File: src/rtl/axi_rd_arbiter_pkg.sv
// Shared types and constants for the AXI4 read-port arbiter.
//   arb_state_t : arbiter FSM states (idle / address phase / data phase)
//   ReqDisp     : requester index of the display fetch path
//   ReqDraw     : requester index of the drawing engine read path
package axi_rd_arbiter_pkg;

  typedef enum logic [1:0] {
    StIdle,
    StAddr,
    StData
  } arb_state_t;

  localparam int unsigned ReqDisp = 0;
  localparam int unsigned ReqDraw = 1;

endpackage

File: src/rtl/rd_arb_sel.sv
// Requester selection for the AXI read arbiter, plus the starvation-guard counter.
//   clk_i, rst_i   : clock, asynchronous active-high reset
//   arvalid_i      : pending address requests, bit i = requester i
//   grant_i        : a grant is taken this cycle (counter update strobe)
//   sel_valid_o    : at least one requester is pending
//   sel_o          : index of the selected requester
module rd_arb_sel
  import axi_rd_arbiter_pkg::*;
#(
  parameter int unsigned MaxConsec = 4,
  localparam int unsigned CntW = $clog2(MaxConsec + 1)
) (
  input  logic       clk_i,
  input  logic       rst_i,
  input  logic [1:0] arvalid_i,
  input  logic       grant_i,
  output logic       sel_valid_o,
  output logic       sel_o
);

  logic [CntW-1:0] consec_cnt_q, consec_cnt_d;
  logic            cnt_at_max;

  assign cnt_at_max = (consec_cnt_q == CntW'(MaxConsec));

  // Display wins ties until it has taken MaxConsec grants in a row while
  // the drawing engine was waiting.
  always_comb begin
    sel_valid_o = |arvalid_i;
    sel_o       = 1'b0;
    if (arvalid_i[ReqDisp] && arvalid_i[ReqDraw]) begin
      sel_o = cnt_at_max;
    end else begin
      sel_o = arvalid_i[ReqDraw];
    end
  end

  always_comb begin
    consec_cnt_d = consec_cnt_q;
    if (grant_i) begin
      if (!sel_o && arvalid_i[ReqDraw]) begin
        consec_cnt_d = cnt_at_max ? consec_cnt_q : consec_cnt_q + 1'b1;
      end else begin
        consec_cnt_d = '0;
      end
    end
  end

  always_ff @(posedge clk_i or posedge rst_i) begin
    if (rst_i) begin
      consec_cnt_q <= '0;
    end else begin
      consec_cnt_q <= consec_cnt_d;
    end
  end

endmodule

File: src/rtl/axi_rd_arbiter.sv
// Two-requester arbiter for the single AXI4 read master port.
// Requester 0 is the display fetch path, requester 1 the drawing engine.
// One burst is owned at a time: the winning AR beat is latched, replayed on
// the master AR channel, and R beats are steered back to the owner until RLAST.
//   ACLK, ARST          : clock, asynchronous active-high reset
//   S_AR*               : per-requester address channels (packed, requester i at slice i)
//   S_R*                : per-requester read channels (data/resp/last shared, qualified by S_RVALID)
//   M_AXI_AR*, M_AXI_R* : master read port
//   GRANT               : registered one-hot owner, 0 while idle
module axi_rd_arbiter
  import axi_rd_arbiter_pkg::*;
#(
  parameter int unsigned C_M_AXI_ADDR_WIDTH = 32,
  parameter int unsigned C_M_AXI_DATA_WIDTH = 64,
  parameter int unsigned MAX_CONSEC         = 4
) (
  input  logic                            ACLK,
  input  logic                            ARST,
  input  logic [1:0]                      S_ARVALID,
  output logic [1:0]                      S_ARREADY,
  input  logic [2*C_M_AXI_ADDR_WIDTH-1:0] S_ARADDR,
  input  logic [15:0]                     S_ARLEN,
  output logic [1:0]                      S_RVALID,
  input  logic [1:0]                      S_RREADY,
  output logic [C_M_AXI_DATA_WIDTH-1:0]   S_RDATA,
  output logic [1:0]                      S_RRESP,
  output logic                            S_RLAST,
  output logic                            M_AXI_ARVALID,
  input  logic                            M_AXI_ARREADY,
  output logic [C_M_AXI_ADDR_WIDTH-1:0]   M_AXI_ARADDR,
  output logic [7:0]                      M_AXI_ARLEN,
  input  logic                            M_AXI_RVALID,
  output logic                            M_AXI_RREADY,
  input  logic [C_M_AXI_DATA_WIDTH-1:0]   M_AXI_RDATA,
  input  logic [1:0]                      M_AXI_RRESP,
  input  logic                            M_AXI_RLAST,
  output logic [1:0]                      GRANT
);

  localparam int unsigned AW = C_M_AXI_ADDR_WIDTH;

  arb_state_t    state_q, state_d;
  logic          owner_q, owner_d;
  logic [AW-1:0] addr_q, addr_d;
  logic [7:0]    len_q, len_d;
  logic [1:0]    grant_q, grant_d;
  logic [1:0]    arready_raw;
  logic          sel, sel_valid, take;

  assign take = (state_q == StIdle) && sel_valid;

  rd_arb_sel #(
    .MaxConsec (MAX_CONSEC)
  ) u_sel (
    .clk_i       (ACLK),
    .rst_i       (ARST),
    .arvalid_i   (S_ARVALID),
    .grant_i     (take),
    .sel_valid_o (sel_valid),
    .sel_o       (sel)
  );

  always_comb begin
    state_d       = state_q;
    owner_d       = owner_q;
    addr_d        = addr_q;
    len_d         = len_q;
    grant_d       = grant_q;
    arready_raw   = 2'b00;
    S_RVALID      = 2'b00;
    M_AXI_ARVALID = 1'b0;
    M_AXI_RREADY  = 1'b0;
    unique case (state_q)
      StIdle: begin
        if (sel_valid) begin
          arready_raw[sel] = 1'b1;
          owner_d          = sel;
          addr_d           = sel ? S_ARADDR[2*AW-1:AW] : S_ARADDR[AW-1:0];
          len_d            = sel ? S_ARLEN[15:8] : S_ARLEN[7:0];
          grant_d          = sel ? 2'b10 : 2'b01;
          state_d          = StAddr;
        end
      end
      StAddr: begin
        M_AXI_ARVALID = 1'b1;
        if (M_AXI_ARREADY) begin
          state_d = StData;
        end
      end
      StData: begin
        S_RVALID[owner_q] = M_AXI_RVALID;
        M_AXI_RREADY      = S_RREADY[owner_q];
        if (M_AXI_RVALID && S_RREADY[owner_q] && M_AXI_RLAST) begin
          state_d = StIdle;
          grant_d = 2'b00;
        end
      end
      default: state_d = StIdle;
    endcase
  end

  // State is already IDLE during reset; mask the accept so nothing looks granted.
  assign S_ARREADY    = arready_raw & {2{~ARST}};
  assign S_RDATA      = M_AXI_RDATA;
  assign S_RRESP      = M_AXI_RRESP;
  assign S_RLAST      = M_AXI_RLAST;
  assign M_AXI_ARADDR = addr_q;
  assign M_AXI_ARLEN  = len_q;
  assign GRANT        = grant_q;

  always_ff @(posedge ACLK or posedge ARST) begin
    if (ARST) begin
      state_q <= StIdle;
      owner_q <= 1'b0;
      addr_q  <= '0;
      len_q   <= '0;
      grant_q <= 2'b00;
    end else begin
      state_q <= state_d;
      owner_q <= owner_d;
      addr_q  <= addr_d;
      len_q   <= len_d;
      grant_q <= grant_d;
    end
  end

endmodule

File: config.mk
export PLATFORM = sky130hd
export DESIGN_NAME = axi_rd_arbiter
export DESIGN_NICKNAME = d
export VERILOG_FILES = /design/src/rtl/axi_rd_arbiter_pkg.sv /design/src/rtl/rd_arb_sel.sv /design/src/rtl/axi_rd_arbiter.sv
export SDC_FILE = /design/constraint.sdc
export NUM_CORES = 1
export LEC_CHECK = 0
export CAP_MARGIN = 20
export CORE_AREA = 2 2 107 109
export CTS_BUF_LIST = sky130_fd_sc_hd__clkbuf_4 sky130_fd_sc_hd__clkbuf_8 sky130_fd_sc_hd__clkbuf_16
export DETAILED_ROUTE_END_ITERATION = 16
export DIE_AREA = 0 0 109 111
export GPL_TIMING_DRIVEN = 0
export PLACE_DENSITY = 0.77
export SLEW_MARGIN = 20
export SYNTH_ARGS = -nofsm -noshare
export SYNTH_HDL_FRONTEND = slang
export SYNTH_SLANG_ARGS = --single-unit
File: constraint.sdc
create_clock -name ACLK -period 1.5 [get_ports ACLK]
set_clock_uncertainty 0.1 [all_clocks]
set_input_delay 0.3 -clock ACLK [delete_from_list [all_inputs] [get_ports ACLK]]
set_output_delay 0.3 -clock ACLK [all_outputs]
set_load 0.01 [all_outputs]
==> results.sh <==
export IMPL_peakVddDrop_uv=675
export IMPL_place_gp_congestion=0.790
export IMPL_nNetsFinal=758
export IMPL_syn_nets=516
export IMPL_cp_max_fo=3
export IMPL_drt_iter0_markers=220
export IMPL_drv_cap=0
export IMPL_synth_top_area_share_pct=38.7
export IMPL_grt_overflow_total=0
export IMPL_antenna_found_initial=1
export IMPL_cts_hold_buf=0
export IMPL_reg2reg_depth=6
export IMPL_n_fill_cell=939
export IMPL_required_ns=1.10
export IMPL_netlist_area_sq_um=3100
export IMPL_avgViaCountPerCell=5.08
export IMPL_synth_distinct_cells=29
export IMPL_layout_common_cells="clkdlybuf4s50_1, buf_4, dfrtp_1, dlygate4sd2_1, nand4_1"
export IMPL_drc=0
export IMPL_p_leak_uw=0.00266
export IMPL_drive_above_1_share_pct=34.9
export IMPL_die_w_microns=109
export IMPL_core_sq_um=11100
export IMPL_yosysTopAreaCell="dfrtp_1"
export IMPL_num_rows=39
export IMPL_synth_seq_cells=48
export IMPL_vias=3787
export IMPL_cts_root_buf="clkbuf_16"
export IMPL_yosysSeqAreaShare_pct=38.7
export IMPL_worst_path_max_delay_cell="dfrtp_1"
export IMPL_cp_arrival_ns=1.43
export IMPL_crit_path_cell_trace="inv_2, ha_4, a21bo_4, nand2_4, nor3_4, buf_2"
export IMPL_min_path_type="in -> async"
export IMPL_path_depth=6
export IMPL_synth_area_per_cell_sq_um=8.64
export IMPL_cts_tree="built"
export IMPL_fin_area_sq_um=6260
export IMPL_power_density_nw_per_um2=1480
export IMPL_die_h_microns=111
export IMPL_synthTopCellsByArea="dfrtp_1, buf_4, o211ai_1"
export IMPL_clockBufferDepth=2
export IMPL_htreeDepth=2
export IMPL_fin_util_pct=56.5
export IMPL_finalCritPeriodShare_pct=122
export IMPL_grt_pass1_wl_microns=19200
export IMPL_cts_num_sinks=48
export IMPL_netlist_instances=359
export IMPL_final_setup_worst_slack_ns=-0.335
export IMPL_dieArea_sq_um=12100
export IMPL_routed_wirelength_microns=13000
export IMPL_setup_viol_count_final=49
export IMPL_clock_latency_ns=0.28
export IMPL_layout_commonest_cell="clkdlybuf4s50_1"
export IMPL_startpoint_type="flop"
export IMPL_areaGrowthSynthToFinish_pct=102
export IMPL_tightest_slew_ns=0.448
export IMPL_dr_pass1_iters=4
export IMPL_rsz0062_at_grt="true"
export IMPL_ant_nets=0
export IMPL_fmax_mhz=545
export IMPL_drv_slew=0
export IMPL_maxSlewHeadroom_pct=70.1
export IMPL_status="complete, but fails checks"
export IMPL_io_buffers=203
export IMPL_period_minus_slack_ns=1.83
export IMPL_ioPinCount=270
export IMPL_cts_made_buffers=5
export IMPL_hold_violations=0
export IMPL_critPathMaxStageDelay_ns=0.39
export IMPL_end_kind="output port"
export IMPL_violations="setup timing"
export IMPL_routedWlPerCell_microns=17.5
export IMPL_hpwlAfterDp_microns=8930
export IMPL_grt_usage_pct=20.0
export IMPL_dpl_instance_area_sq_um=5350
export IMPL_start_util_pct=28.0
export IMPL_tns_ns=-5.38
export IMPL_grt_pass1_vias=3885
export IMPL_critPathTopFamily="flip-flops"
export IMPL_path_class="reg -> out"
export IMPL_critPathBufInv=2
export IMPL_clkTransAtPathRegs_ns=0.07
export IMPL_grt_max_degree=49
export IMPL_ys_warnings_count=0
-- per-layer routing --
layer | GRT usage (%) | wire length [microns]
met1 | 24.2 | 5150
met2 | 35.5 | 6640
met3 | 4.00 | 1060
met4 | 5.38 | 147
met5 | 0 | 0
-- sequential cells by signal (all words and copies together), names as in the netlist --
register	cells
GRANT	2
state_q	2
M_AXI_ARADDR	32
owner_q	1
M_AXI_ARLEN	8
u_sel.consec_cnt_q	3
-- path summary, 6_finish.rpt --
path | startpoint | slack [ns] | to
min in group ACLK | M_AXI_ARADDR[7] | 0.41 | M_AXI_ARADDR[7]
max in group asynchronous | ARST | 0.62 | state_q[0]
hold reg to reg | M_AXI_ARADDR[7] | 0.41 | M_AXI_ARADDR[7]
hold / removal | ARST | 0.17 | GRANT[0]
setup / recovery | u_sel.consec_cnt_q[1] | -0.33 | S_ARREADY[1]
setup reg to reg | state_q[1] | -0.15 | M_AXI_ARADDR[12]
-- where the power goes --
group / leakage, uW / internal (uW) / switching, uW
logic: 0.00200 / 3050 / 2710
clock network: 0.0000701 / 625 / 472
registers: 0.000589 / 1930 / 445
total: 0.00266 / 5600 / 3630
-- logic make-up after synthesis --
| family | after synthesis | share of synthesized area [%] |
|---|---|---|
| flops | 48 | 38.7 |
| buf+inv | 109 | 21.9 |
| mux | 1 | 0.323 |
| fa+ha+maj | 2 | 0.807 |
| simple gates | 105 | 18.8 |
| compound gates | 94 | 19.4 |
-- area by class of cell --
type | instances | area [sq um] | share of cell area (%)
sequential | 48 | 1200 | 19.2
buffer | 101 | 871 | 13.9
clock inverter | 1 | 5.00 | 0.0800
clock buffer | 6 | 133 | 2.12
timing repair buffer | 238 | 2330 | 37.2
multi-input combinational | 202 | 1510 | 24.2
inverter | 5 | 22.5 | 0.360
tap | 143 | 179 | 2.86
antenna | 1 | 2.50 | 0.0400
-- worst register-to-register path, stage by stage (launching register included) --
cell and delay, ns:
dfrtp_2 0.45, or2_4 0.29, buf_6 0.14, buf_12 0.15, clkbuf_16 0.17, o21ai_2 0.13, o211ai_1 0.11
-- through the flow --
stage | std cells | setup WS, ns | hold WS (ns) | total power [uW]
after floorplan | 359 | -0.0297 | 0.230 | 4410
after global placement | 705 | -0.892 | 0.412 | 6550
after detailed placement | 705 | -0.914 | 0.418 | 6690
after CTS | 734 | -0.443 | 0.406 | 8810
after global routing | 745 | -0.384 | 0.198 | 9790
final | 745 | -0.335 | 0.165 | 9230
-- Yosys cell counts (all sizes together) --
cell     count
a21bo        1
a21boi       1
a22o         1
a32o         1
and4b        1
buf         79
clkbuf      25
dfrtp       48
ha           2
inv          5
mux2i        1
nand2        3
nand2b       2
nand3       42
nand3b       1
nand4       42
nor2         8
nor2b        1
nor3         2
nor3b        1
o211ai      40
o21ai       46
o221ai       2
o2bb2ai      1
o311ai       1
or2          2
-- repair_timing --
action | CTS | global route
gates cloned | 5 | 2
endpoints found under the setup margin | 95 | 51
pin swaps | 20 | 32
setup buffers | 19 | 11
resized for setup | 232 | 50
Note: power is estimated with default switching activity, not from simulation.
